--- src/rtl/decode_pkg.sv ---
// Shared opcodes, register-usage record and head decode for the issue buffer.
package decode_pkg;

  localparam logic [6:0] OPC_OP        = 7'b0110011;
  localparam logic [6:0] OPC_OP_IMM    = 7'b0010011;
  localparam logic [6:0] OPC_LOAD      = 7'b0000011;
  localparam logic [6:0] OPC_STORE     = 7'b0100011;
  localparam logic [6:0] OPC_BRANCH    = 7'b1100011;
  localparam logic [6:0] OPC_JAL       = 7'b1101111;
  localparam logic [6:0] OPC_JALR      = 7'b1100111;
  localparam logic [6:0] OPC_LUI       = 7'b0110111;
  localparam logic [6:0] OPC_AUIPC     = 7'b0010111;
  localparam logic [6:0] OPC_OP_IMM_32 = 7'b0011011;
  localparam logic [6:0] OPC_OP_32     = 7'b0111011;

  typedef struct packed {
    logic [4:0] rs1;
    logic [4:0] rs2;
    logic [4:0] rd;
    logic       use_rs1;
    logic       use_rs2;
    logic       write_rd;
  } reg_use_t;

  // Which architectural registers an instruction reads and writes.
  // A write to x0 is discarded, so it never counts as a write.
  function automatic reg_use_t decode_use(input logic [31:0] instr);
    reg_use_t u;
    logic     writes;
    u.rs1     = instr[19:15];
    u.rs2     = instr[24:20];
    u.rd      = instr[11:7];
    u.use_rs1 = 1'b0;
    u.use_rs2 = 1'b0;
    writes    = 1'b0;
    case (instr[6:0])
      OPC_OP, OPC_OP_32:            begin u.use_rs1 = 1'b1; u.use_rs2 = 1'b1; writes = 1'b1; end
      OPC_OP_IMM, OPC_OP_IMM_32,
      OPC_LOAD, OPC_JALR:           begin u.use_rs1 = 1'b1; writes = 1'b1; end
      OPC_STORE, OPC_BRANCH:        begin u.use_rs1 = 1'b1; u.use_rs2 = 1'b1; end
      OPC_LUI, OPC_AUIPC, OPC_JAL:  writes = 1'b1;
      default:                      ;
    endcase
    u.write_rd = writes && (instr[11:7] != 5'd0);
    return u;
  endfunction

endpackage

--- src/rtl/issue_scoreboard.sv ---
// Per-register busy tracking: blocks the queue head on RAW/WAW hazards
// until writeback retires the outstanding write.
module issue_scoreboard
  import decode_pkg::*;
#(
  parameter int REGISTER_SIZE = 5
) (
  input  logic                     clk,
  input  logic                     rst,
  input  reg_use_t                 head_use,
  input  logic                     issue_fire,
  input  logic                     rf_writeback_enable,
  input  logic [REGISTER_SIZE-1:0] rf_writeback_addr,
  output logic                     blocked
);

  localparam int NREG = 2 ** REGISTER_SIZE;

  logic [NREG-1:0]          busy_reg;
  logic [NREG-1:0]          busy_next;
  logic [NREG-1:0]          eff_busy;
  logic [REGISTER_SIZE-1:0] rs1_idx;
  logic [REGISTER_SIZE-1:0] rs2_idx;
  logic [REGISTER_SIZE-1:0] rd_idx;

  assign rs1_idx = REGISTER_SIZE'(head_use.rs1);
  assign rs2_idx = REGISTER_SIZE'(head_use.rs2);
  assign rd_idx  = REGISTER_SIZE'(head_use.rd);

  // A same-cycle writeback frees the register (register file writes through);
  // a same-cycle issue re-sets it, so set wins over clear.
  generate
    for (genvar gi = 0; gi < NREG; gi++) begin : g_reg
      if (gi == 0) begin : g_x0
        assign eff_busy[gi]  = 1'b0;
        assign busy_next[gi] = 1'b0;
      end else begin : g_xn
        logic wb_hit;
        logic set_hit;
        assign wb_hit        = rf_writeback_enable && (rf_writeback_addr == REGISTER_SIZE'(gi));
        assign set_hit       = issue_fire && head_use.write_rd && (rd_idx == REGISTER_SIZE'(gi));
        assign eff_busy[gi]  = busy_reg[gi] && !wb_hit;
        assign busy_next[gi] = set_hit || (busy_reg[gi] && !wb_hit);
      end
    end
  endgenerate

  assign blocked = (head_use.use_rs1  && eff_busy[rs1_idx]) ||
                   (head_use.use_rs2  && eff_busy[rs2_idx]) ||
                   (head_use.write_rd && eff_busy[rd_idx]);

  // Busy vector register; flush leaves it alone since issued writes still retire.
  always_ff @(posedge clk or posedge rst) begin
    if (rst) busy_reg <= '0;
    else     busy_reg <= busy_next;
  end

endmodule

--- src/rtl/decode_issue_buffer.sv ---
// Fetch-to-decode instruction queue with valid/ready handshakes and
// scoreboard-gated issue of the queue head.
module decode_issue_buffer
  import decode_pkg::*;
#(
  parameter int XLEN               = 64,
  parameter int INSTRUCTION_LENGTH = 32,
  parameter int REGISTER_SIZE      = 5,
  parameter int QUEUE_DEPTH        = 4
) (
  input  logic                              clk,
  input  logic                              rst,
  input  logic                              fetch_valid,
  output logic                              fetch_ready,
  input  logic [INSTRUCTION_LENGTH-1:0]     fetch_instr,
  input  logic [XLEN-1:0]                   fetch_pc,
  input  logic                              flush,
  output logic                              issue_valid,
  input  logic                              issue_ready,
  output logic [INSTRUCTION_LENGTH-1:0]     issue_instr,
  output logic [XLEN-1:0]                   issue_pc,
  output logic [REGISTER_SIZE-1:0]          issue_rd,
  output logic                              issue_rd_write,
  input  logic                              rf_writeback_enable,
  input  logic [REGISTER_SIZE-1:0]          rf_writeback_addr,
  output logic                              hazard_stall,
  output logic [$clog2(QUEUE_DEPTH+1)-1:0]  queue_count
);

  localparam int CW = $clog2(QUEUE_DEPTH + 1);
  localparam int PW = $clog2(QUEUE_DEPTH);

  logic [INSTRUCTION_LENGTH-1:0] instr_mem [QUEUE_DEPTH];
  logic [XLEN-1:0]               pc_mem    [QUEUE_DEPTH];
  logic [PW-1:0]                 wr_ptr_reg;
  logic [PW-1:0]                 rd_ptr_reg;
  logic [CW-1:0]                 count_reg;

  logic     not_empty;
  logic     push_fire;
  logic     issue_fire;
  logic     blocked;
  reg_use_t head_use;

  assign not_empty   = (count_reg != '0);
  assign fetch_ready = (count_reg != CW'(QUEUE_DEPTH));
  assign push_fire   = fetch_valid && fetch_ready && !flush;
  assign issue_valid = not_empty && !blocked && !flush;
  assign issue_fire  = issue_valid && issue_ready;
  assign hazard_stall = not_empty && blocked;
  assign queue_count = count_reg;

  assign issue_instr    = instr_mem[rd_ptr_reg];
  assign issue_pc       = pc_mem[rd_ptr_reg];
  assign head_use       = decode_use(issue_instr[31:0]);
  assign issue_rd       = REGISTER_SIZE'(head_use.rd);
  assign issue_rd_write = head_use.write_rd;

  // Entry storage: each slot captures fetch data when the write pointer selects it.
  generate
    for (genvar gi = 0; gi < QUEUE_DEPTH; gi++) begin : g_slot
      always_ff @(posedge clk or posedge rst) begin
        if (rst) begin
          instr_mem[gi] <= '0;
          pc_mem[gi]    <= '0;
        end else if (push_fire && (wr_ptr_reg == PW'(gi))) begin
          instr_mem[gi] <= fetch_instr;
          pc_mem[gi]    <= fetch_pc;
        end
      end
    end
  endgenerate

  // Pointers and occupancy; flush empties the queue in one edge.
  always_ff @(posedge clk or posedge rst) begin
    if (rst) begin
      wr_ptr_reg <= '0;
      rd_ptr_reg <= '0;
      count_reg  <= '0;
    end else if (flush) begin
      wr_ptr_reg <= '0;
      rd_ptr_reg <= '0;
      count_reg  <= '0;
    end else begin
      if (push_fire)  wr_ptr_reg <= wr_ptr_reg + 1'b1;
      if (issue_fire) rd_ptr_reg <= rd_ptr_reg + 1'b1;
      if (push_fire && !issue_fire)      count_reg <= count_reg + 1'b1;
      else if (!push_fire && issue_fire) count_reg <= count_reg - 1'b1;
    end
  end

  issue_scoreboard #(
    .REGISTER_SIZE (REGISTER_SIZE)
  ) u_scoreboard (
    .clk                 (clk),
    .rst                 (rst),
    .head_use            (head_use),
    .issue_fire          (issue_fire),
    .rf_writeback_enable (rf_writeback_enable),
    .rf_writeback_addr   (rf_writeback_addr),
    .blocked             (blocked)
  );

endmodule

--- config.mk ---
export PLATFORM = sky130hd
export DESIGN_NAME = decode_issue_buffer
export DESIGN_NICKNAME = d
export VERILOG_FILES = /design/src/rtl/decode_pkg.sv /design/src/rtl/issue_scoreboard.sv /design/src/rtl/decode_issue_buffer.sv
export SDC_FILE = /design/constraint.sdc
export NUM_CORES = 1
export LEC_CHECK = 0
export CORE_MARGIN = 3
export CORE_UTILIZATION = 49
export DETAILED_ROUTE_END_ITERATION = 10
export GPL_TIMING_DRIVEN = 0
export PLACE_DENSITY = 0.7
export SETUP_SLACK_MARGIN = 0.02
export SLEW_MARGIN = 20
export SYNTH_ARGS = -nofsm -noshare
export SYNTH_HDL_FRONTEND = slang
export SYNTH_SLANG_ARGS = --single-unit
--- constraint.sdc ---
create_clock -name clk -period 28.5 [get_ports clk]
set_input_delay 4.275 -clock clk [delete_from_list [all_inputs] [get_ports clk]]
set_output_delay 4.275 -clock clk [all_outputs]
set_load 0.01 [all_outputs]
# Word level (Yosys, flattened, before mapping)
# Cells that the tools add are included.
dict set report totals {
  inputBits 107
  regBits 422
  wordCells 307
}
dict set report op_classes {
  bitwise_logic 1
  order_cmp 4
  muxes 22
  reduce_logical 187
  n_addsub 4
  eq_ne 77
}
# op n
set op_table {}
lappend op_table {{$eq A5 B5 Y1 const B} 32}
lappend op_table {{$bmux W64 S2} 1}
lappend op_table {{$mux W64} 2}
lappend op_table {{$logic_and A1 B1 Y1} 110}
lappend op_table {{$eq A5 B4 Y1 const B} 16}
lappend op_table {{$bmux W32 S2} 1}
lappend op_table {{$mux W32} 2}
lappend op_table {{$eq A5 B3 Y1 const B} 8}
lappend op_table {{$logic_not A1 Y1} 35}
lappend op_table {{$logic_or A1 B1 Y1} 33}
lappend op_table {{$eq A7 B6 Y1 const B} 4}
lappend op_table {{$eq A7 B5 Y1 const B} 3}
lappend op_table {{$eq A7 B7 Y1 const B} 3}
lappend op_table {{$eq A5 B2 Y1 const B} 4}
lappend op_table {{$lt A5 B6 Y1 const B} 3}
lappend op_table {{$bmux W1 S5} 3}
lappend op_table {{$eq A5 B1 Y1 const B} 2}
lappend op_table {{$mux W3} 3}
lappend op_table {{$reduce_or A9 Y1} 1}
lappend op_table {{$mux W2} 4}
lappend op_table {{$reduce_or A8 Y1} 1}
lappend op_table {{$eq A7 B2 Y1 const B} 1}
lappend op_table {{$mux W1} 6}
lappend op_table {{$reduce_bool A3 Y1} 2}
lappend op_table {{12 further kinds} 15}

# Longest topological paths before layout
# Gate-level depths: netlist of run 1.
dict set report depth {
  ltp_word 18
  mapped_depth 19
  depth_no_buf 15
}

# Cells and area by module
# A second synthesis of run 1 with hierarchy kept.
dict set report hier_totals {
  hier_cells 1340
  area_unflattened_um2 19826.5
}
# mod instances area_per_inst_um2 seq_area_each_um2 cells_each
set modules_own_cells {}
lappend modules_own_cells {decode_issue_buffer 1 17245.3 9784.4 1024}
lappend modules_own_cells {issue_scoreboard 1 2581.2 775.7 316}

# Worst setup path before layout of run 1
# OpenSTA, ideal clock, no wires.
dict set report synth_path {
  path_type {input to output}
  startpoint {input port rf_writeback_addr[2]}
  endpoint {output port issue_valid}
  path_buffers 0
  stages 8
  t_arrival_ns 6.318
  setup_slack_ns 17.907
  t_required_ns 24.225
  cell_sequence {or4b_2 -> o21ai_0 -> mux2i_1 -> a2111oi_0 -> nor4_1 -> a31oi_1 -> nand4_1 -> nor3_1}
}
dict set report synth_via {
  elab_chain_len 12
  word_cells_on_any_way 138
}
# item line_no
set synth_lines {}
lappend synth_lines {{from (decl)} decode_issue_buffer.sv:25} ;# input logic [REGISTER_SIZE-1:0] rf_writeback_addr,
lappend synth_lines {{$eq A5 B1 Y1, or another cell as far along} issue_scoreboard.sv:40} ;# assign wb_hit = rf_writeback_enable && (rf_writeback_addr == REGISTER_SIZE'(gi));
lappend synth_lines {{$logic_and A1 B1 Y1} issue_scoreboard.sv:40}
lappend synth_lines {{$logic_not A1 Y1} issue_scoreboard.sv:42} ;# assign eff_busy[gi] = busy_reg[gi] && !wb_hit;
lappend synth_lines {{$logic_and A1 B1 Y1} issue_scoreboard.sv:42}
lappend synth_lines {{$bmux W1 S5, on equally long branches} {issue_scoreboard.sv:48, issue_scoreboard.sv:49}}
lappend synth_lines {{$mux W1, on equally long branches} {issue_scoreboard.sv:48, issue_scoreboard.sv:49}}
lappend synth_lines {{$logic_and A1 B1 Y1, on equally long branches} {issue_scoreboard.sv:48, issue_scoreboard.sv:49}}
lappend synth_lines {{$logic_or A1 B1 Y1} issue_scoreboard.sv:48} ;# assign blocked = (head_use.use_rs1 && eff_busy[rs1_idx]) ||
lappend synth_lines {{$logic_or A1 B1 Y1 (*)} issue_scoreboard.sv:49} ;# (head_use.use_rs2 && eff_busy[rs2_idx]) ||
lappend synth_lines {{$logic_not A1 Y1 (*)} decode_issue_buffer.sv:48} ;# assign issue_valid = not_empty && !blocked && !flush;
lappend synth_lines {{$logic_and A1 B1 Y1 (*) (2 in a row)} decode_issue_buffer.sv:48}
lappend synth_lines {{to (decl)} decode_issue_buffer.sv:18} ;# output logic issue_valid,
# Every way passes the cells marked *; elsewhere a longest branch is shown, timed or not. The select of a mux whose other input is x is not followed.

# Final worst setup path of run 1
dict set report layout_path {
  startpoint {input port rf_writeback_addr[1]}
  endpoint {output port issue_valid}
}
# The elaborated chain is that of the path after synthesis.

==> results of run 1 <==
[power groups by stage]
stage                     clock network, mW  registers [mW]  logic [mW]
final                                 0.607           0.993        1.28
after global routing                  0.650            1.03        1.37
after detailed placement                  0           0.998        1.28
after CTS                             0.625           0.991        1.29
after floorplan                           0           0.957       0.822
after global placement                    0           0.986        1.26
[final cells by class]
cell class / count / area, sq um
fillers: 3052 / 15510
clock buffers: 67 / 1361
inverters: 19 / 78.83
clock inverters: 18 / 197.7
multi-input cells: 830 / 8961
well taps: 525 / 656.9
flip-flops and latches: 422 / 10560
repair buffers: 219 / 2262
plain buffers: 106 / 509.2
[per-stage QoR]
step	hold WS [ns]	utilization	cells	power, mW
floorplan	0.4704	-	1377	1.779
global placement	0.4796	0.5711	2116	2.246
detailed placement	0.4871	0.5743	2121	2.281
CTS	0.5007	0.6132	2206	2.906
global route	0.5087	0.6132	2206	3.044
finish	0.4968	0.6132	2206	2.879
[how the worst max path moves through the flow]
stage                              start            to  cells past startpoint
finish              rf_writeback_addr[1]   issue_valid                     11
floorplan                            rst  instr_mem[0]                      1
detailed placement  rf_writeback_addr[1]   issue_valid                     11
global placement                     rst   pc_mem[195]                      2
global route        rf_writeback_addr[2]   issue_valid                     11
CTS                 rf_writeback_addr[1]   issue_valid                     11
[logic make-up (layout without fill, tap and decap cells)]
group | Yosys count | count (layout)
and+or+nand+nor | 144 | 144
adders and majority gates | 5 | 5
DFF | 422 | 422
AOI/OAI and AO/OA | 128 | 128
xor gates and xnor gates | 10 | 10
buffers and inverters | 125 | 429
muxes | 543 | 543
[cells in the mapped netlist (all sizes together), types with 12 or more instances]
master,count
dfrtp,422
buf,65
inv,19
mux2,394
mux2i,53
nor2,38
a211oi,12
clkbuf,41
nand2,22
mux4,96
o21ai,63
[critical path, cell delays in order]
cell	delay, ns
sky130_fd_sc_hd__clkdlybuf4s50_1	0.49
sky130_fd_sc_hd__clkbuf_1	0.40
sky130_fd_sc_hd__nand2_1	0.30
sky130_fd_sc_hd__o21ai_0	0.34
sky130_fd_sc_hd__mux2i_1	0.16
sky130_fd_sc_hd__a2111oi_0	0.45
sky130_fd_sc_hd__nor4_1	0.14
sky130_fd_sc_hd__a31oi_1	0.23
sky130_fd_sc_hd__nand4_1	0.27
sky130_fd_sc_hd__nor3_1	0.28
sky130_fd_sc_hd__clkdlybuf4s50_1	0.61
[metal layers]
metal,vias up,global-route usage,part of all wire
met3,111,0.05805,0.064
met2,345,0.3816,0.49
met1,6745,0.3048,0.42
met4,10,0.07575,0.029
met5,-,0,0.0016
li1,5703,-,-
==> Flow_metrics.wiki, run 1 <==
{| class="wikitable"
! Metric !! Value
|-
| Outcome || finished clean
|-
| Number of enable flip-flop cells after synthesis || 0
|-
| Slew at the pin closest to its max-slew limit || 0.9799 ns
|-
| Count of cells along the worst register-to-register path || 18
|-
| Root Driver || sky130_fd_sc_hd__clkbuf_16
|-
| Fraction of final layout cells with drive strength greater than 1 || 0.3659
|-
| Initial DRC count || 913
|-
| Commonest non-fill, non-tap cell in the layout || sky130_fd_sc_hd__dfrtp_1
|-
| Clock insertion delay at the later pin of the skew report || 0.57 ns
|-
| Floorplan die width || 208.5 um
|-
| Total iterations of the first detailed-routing run || 7
|-
| Setup repair after global routing missed its margin || false
|-
| Worst-case register-to-register setup slack || 23.21 ns
|-
| Hold Crit Endpoint || instr_mem[107]
|-
| Die area || 0.04349 sq mm
|-
| Synth warn || 0
|-
| Relative area change from synthesis to final layout || 22.32%
|-
| Total half-perimeter wirelength after legalization and detailed placement || 34.75 mm
|-
| Routed vias || 12,910
|-
| Clock Skews || 0.01258 ns
|-
| Max FO, Critical Path || 10
|-
| Post-CTS Setup Repair Bufs || 0
|-
| Leakage dissipation || 10.49 nW
|-
| Switching Power || 0.9298 mW
|-
| Average cell area after synthesis || 14.60 sq um
|-
| Dominant cells by area after synthesis || sky130_fd_sc_hd__dfrtp_1 53%, sky130_fd_sc_hd__mux2_2 22%, sky130_fd_sc_hd__mux4_2 10%
|-
| WS Path Type || in2out
|-
| Port Buffer Count || 214
|-
| Vias per cell || 5.854
|-
| Type of origin of the critical path || input port
|-
| Antenna-violating nets left || 0
|-
| Fraction of the mapped netlist area in adder cells || 0.003486
|-
| Path category of the worst min-delay check || reg2reg
|-
| Setup-failing EPs final || 0
|-
| Main synth FF type || sky130_fd_sc_hd__dfrtp_1
|-
| Post-detailed-placement cell area || 0.02303 sq mm
|-
| Share of synthesized flip-flops with an asynchronous set or reset || 1.000
|-
| Fin. Hold Viols || 0
|-
| Simple-Gate Fraction of Synth Area || 0.03984
|-
| Routed WL || 49.90 mm
|-
| Sink count of the clock tree || 422
|-
| Post-CTS Resized || 0
|-
| Internal power component || 1.950 mW
|-
| Antenna violations before repair || 5
|-
| Maximum number of pins on one net before global-route repair || 108
|-
| Register clock-pin slew on the reported worst setup and hold paths || 0.06 ns
|-
| Synthesized-area fraction occupied by ao, oa, aoi and oai cells || 0.04189
|-
| Maximum clock frequency || 81.78 MHz
|-
| Synthesized net count || 1,489
|-
| Fin crit share || 0.4291
|-
| Register bit count reported by yosys || 422
|-
| I/O pin cnt || 215
|-
| Die height || 208.5 um
|-
| Parity-gate share of the synthesized area counting xor and xnor cells || 0.005104
|-
| Htree depth || 2
|-
| Area share of the largest cell type after synthesis || 0.5254
|-
| Max-cap viol count || 0
|-
| Synthesized cell area || 0.02010 sq mm
|-
| Combinational power share || 0.444
|-
| Area leader, netlist || sky130_fd_sc_hd__dfrtp_1
|-
| Minimum setup slack after placement || 16.35 ns
|-
| Global placement routability congestion || 0.9077
|-
| Leading cell types in the layout, fill and taps excluded || 422 x sky130_fd_sc_hd__dfrtp_1, 393 x sky130_fd_sc_hd__mux2_2, 214 x sky130_fd_sc_hd__clkdlybuf4s50_1
|-
| Data arrival time of the critical path || 7.95 ns
|-
| Setup TNS Final || 0 ns
|-
| Part of the power in registers || 0.345
|-
| Total DRC errors in the routed layout || 0
|-
| Largest family of logic cells by synthesized area || multiplexers
|-
| Max_slew headroom || 0.3468
|-
| Number of buffers created by CTS || 46
|-
| Max IR drop VDD || 0.00007615 V
|-
| Final nets || 1,756
|-
| Non-Filler Cell Area, Final || 0.02459 sq mm
|-
| Ant. Diodes || 0
|-
| Row count || 73
|-
| Multiplexer fraction of the synthesized cell area || 0.3554
|-
| Kind of end point of the critical path || primary output
|-
| Slew Limit Fails || 0
|-
| Hold-fix buffers at CTS || 0
|-
| Final setup margin || 16.27 ns
|-
| Share of the yosys chip area belonging to registers || 0.5254
|-
| Wire length of the first global-routing pass || 79.80 mm
|-
| GR Overflow Total || 0
|-
| Switching Fraction || 0.3229
|-
| Clock tree from TritonCTS || yes
|-
| Portion of total power attributed to the clock network || 0.211
|-
| Worst R2R Start || rd_ptr_reg[1]
|-
| Ratio of total power to cell area || 117.1 mW/mm^2
|-
| Global routing usage summed across all routing layers || 0.2320
|-
| Destination of the worst register-to-register timing path || queue_count[2]
|-
| WHS Path Cells || 1
|-
| Max reg flops || 256
|-
| Area of the core || 0.04010 sq mm
|-
| CP Data Required Time || 24.23 ns
|-
| Mean routed wirelength per cell || 22.62 um
|-
| Final Critical Period || 12.23 ns
|-
| Buffer levels on the longest clock path || 3
|-
| Worst Min Path Start || instr_mem[107]
|-
| Starting density of the core || 0.5013
|-
| Synthesized instance count || 1,377
|-
| Yosys cell types || 65
|-
| Number of global-route vias before repair || 13,890
|}
No activity file was read; power rests on OpenSTA's default activity.
==> run 2: changes to the inputs <==
- PLACE_DENSITY: 0.7 -> 0.72
- clock period: 28.5 -> 11.1 ns (I/O delays scaled with it)
==> run 2 against run 1 <==
- via count is 0.35% higher
- clock skew is 0.0079 ns higher
- critical endpoint unchanged
- register-to-register slack worse by 18 ns
- largest cell class unchanged
- power grew to 2.5 times the previous value
- critical path type unchanged
==> Flow_metrics.wiki, run 2 (synthesis gave the netlist of run 1 again) <==
{| class="wikitable"
! Metric !! Value
|-
| Global routing usage summed across all routing layers || 0.2339
|-
| Worst R2R Start || rd_ptr_reg[1]
|-
| Path category of the worst min-delay check || reg2reg
|-
| Fin crit share || 0.6406
|-
| Total half-perimeter wirelength after legalization and detailed placement || 36.34 mm
|-
| Max reg flops || 256
|-
| Max-cap viol count || 0
|-
| Destination of the worst register-to-register timing path || queue_count[2]
|-
| Post-CTS Setup Repair Bufs || 0
|-
| Max FO, Critical Path || 10
|-
| Wire length of the first global-routing pass || 80.46 mm
|-
| Total iterations of the first detailed-routing run || 5
|-
| Leading cell types in the layout, fill and taps excluded || 422 x sky130_fd_sc_hd__dfrtp_1, 393 x sky130_fd_sc_hd__mux2_2, 214 x sky130_fd_sc_hd__clkdlybuf4s50_1
|-
| Non-Filler Cell Area, Final || 0.02464 sq mm
|-
| Number of global-route vias before repair || 14,000
|-
| Global placement routability congestion || 0.9256
|-
| Critical Path Source || rf_writeback_addr[1]
|-
| Max IR drop VDD || 0.0002455 V
|-
| Leakage dissipation || 10.50 nW
|-
| Port Buffer Count || 214
|-
| Setup TNS Final || 0 ns
|-
| Data arrival time of the critical path || 5.45 ns
|-
| Antenna violations before repair || 5
|-
| I/O pin cnt || 215
|-
| Setup repair after global routing missed its margin || false
|-
| CP Data Required Time || 9.44 ns
|-
| Fin. Hold Viols || 0
|-
| Hold-fix buffers at CTS || 0
|-
| Routed WL || 50.45 mm
|-
| Commonest non-fill, non-tap cell in the layout || sky130_fd_sc_hd__dfrtp_1
|-
| Final nets || 1,764
|-
| Initial DRC count || 722
|-
| Finished Layout Cells || 2,213
|-
| Worst-case register-to-register setup slack || 5.66 ns
|-
| Root Driver || sky130_fd_sc_hd__clkbuf_16
|-
| Sink count of the clock tree || 422
|-
| Mean routed wirelength per cell || 22.80 um
|-
| Clock insertion delay at the later pin of the skew report || 0.56 ns
|-
| Vias per cell || 5.856
|-
| Routed vias || 12,960
|-
| Post-CTS Resized || 0
|-
| Fraction of final layout cells with drive strength greater than 1 || 0.3665
|-
| Final setup margin || 3.989 ns
|-
| GR Overflow Total || 0
|-
| Number of buffers created by CTS || 45
|-
| WS Path Type || in2out
|-
| Max_slew headroom || 0.3388
|-
| Floorplan die width || 208.5 um
|-
| Area of the core || 0.04010 sq mm
|-
| Final Critical Period || 7.111 ns
|-
| Starting density of the core || 0.5013
|-
| Register clock-pin slew on the reported worst setup and hold paths || 0.06 ns
|-
| Htree depth || 2
|-
| Setup-failing EPs final || 0
|-
| # fillers || 3,083
|-
| Antenna-violating nets left || 0
|-
| Buffer levels on the longest clock path || 3
|-
| Ratio of total power to cell area || 295.9 mW/mm^2
|-
| Clock Skews || 0.02045 ns
|-
| Minimum setup slack after placement || 4.040 ns
|-
| Die height || 208.5 um
|-
| Clock tree from TritonCTS || yes
|-
| Type of origin of the critical path || input port
|-
| Worst setup path endpoint || issue_valid
|-
| Die area || 0.04349 sq mm
|-
| Outcome || finished clean
|-
| Post-detailed-placement cell area || 0.02319 sq mm
|-
| Relative area change from synthesis to final layout || 22.57%
|-
| Worst Min Path Start || instr_mem[50]
|-
| Maximum number of pins on one net before global-route repair || 36
|-
| Count of cells along the worst register-to-register path || 18
|-
| Maximum clock frequency || 140.6 MHz
|-
| Slew Limit Fails || 0
|-
| Placed cell count || 2,130
|-
| Kind of end point of the critical path || primary output
|-
| Row count || 73
|-
| Total DRC errors in the routed layout || 0
|-
| Slew at the pin closest to its max-slew limit || 0.9893 ns
|}
-- run 2: per-stage QoR --
stage          hold WS [ns]  power, mW    util
2_1_floorplan        0.4704      4.569       -
3_3_place_gp         0.4797      5.774  0.5712
3_5_place_dp         0.4867      5.882  0.5784
4_1_cts              0.4992      7.355  0.6143
5_1_grt              0.5119      7.703  0.6144
6_report             0.4987      7.289  0.6144
-- run 2: where the power goes --
part / total [mW] / internal, mW / switching, mW / leakage, nW
logic: 3.29 / 1.85 / 1.44 / 4.45
registers: 2.55 / 2.22 / 0.339 / 5.33
clock network: 1.44 / 0.848 / 0.593 / 0.716
-- run 2: worst min path at each step --
stage               cells after the start            end
floorplan                               1  instr_mem[66]
global placement                        1  instr_mem[75]
detailed placement                      1  instr_mem[50]
CTS                                     1  instr_mem[50]
global route                            1     pc_mem[12]
finish                                  1  instr_mem[50]
-- run 2: worst max-delay path, stage by stage --
cell and delay, ns:
sky130_fd_sc_hd__clkdlybuf4s50_1 0.50, sky130_fd_sc_hd__clkbuf_1 0.38, sky130_fd_sc_hd__clkbuf_1 0.49, sky130_fd_sc_hd__nand3b_1 0.17
sky130_fd_sc_hd__mux2i_1 0.41, sky130_fd_sc_hd__nor2_1 0.19, sky130_fd_sc_hd__o211ai_1 0.19, sky130_fd_sc_hd__nand4_1 0.11
sky130_fd_sc_hd__a31oi_1 0.21, sky130_fd_sc_hd__nand4_1 0.29, sky130_fd_sc_hd__nor3_1 0.26, sky130_fd_sc_hd__clkdlybuf4s50_1 0.57
-- run 2: cell type report --
class	count	area, sq um	area share
repair buffers	228	2430	0.09862
multi-input cells	830	8961	0.3637
inverters	19	75.07	0.003047
diodes	2	5.005	0.0002031
flip-flops and latches	422	10560	0.4286
well taps	525	656.9	0.02666
clock inverters	11	68.82	0.002793
clock buffers	70	1371	0.05566
plain buffers	106	509.2	0.02067
-- run 2: routing by layer --
| layer | wire (um) | share of wire | track usage | up-vias |
|---|---|---|---|---|
| met5 | 41 | 0.00081 | 0 | - |
| met4 | 1564 | 0.031 | 0.08199 | 6 |
| met3 | 3210 | 0.064 | 0.05971 | 90 |
| met2 | 24460 | 0.48 | 0.3809 | 343 |
| met1 | 21170 | 0.42 | 0.3074 | 6784 |
| li1 | - | - | - | 5736 |
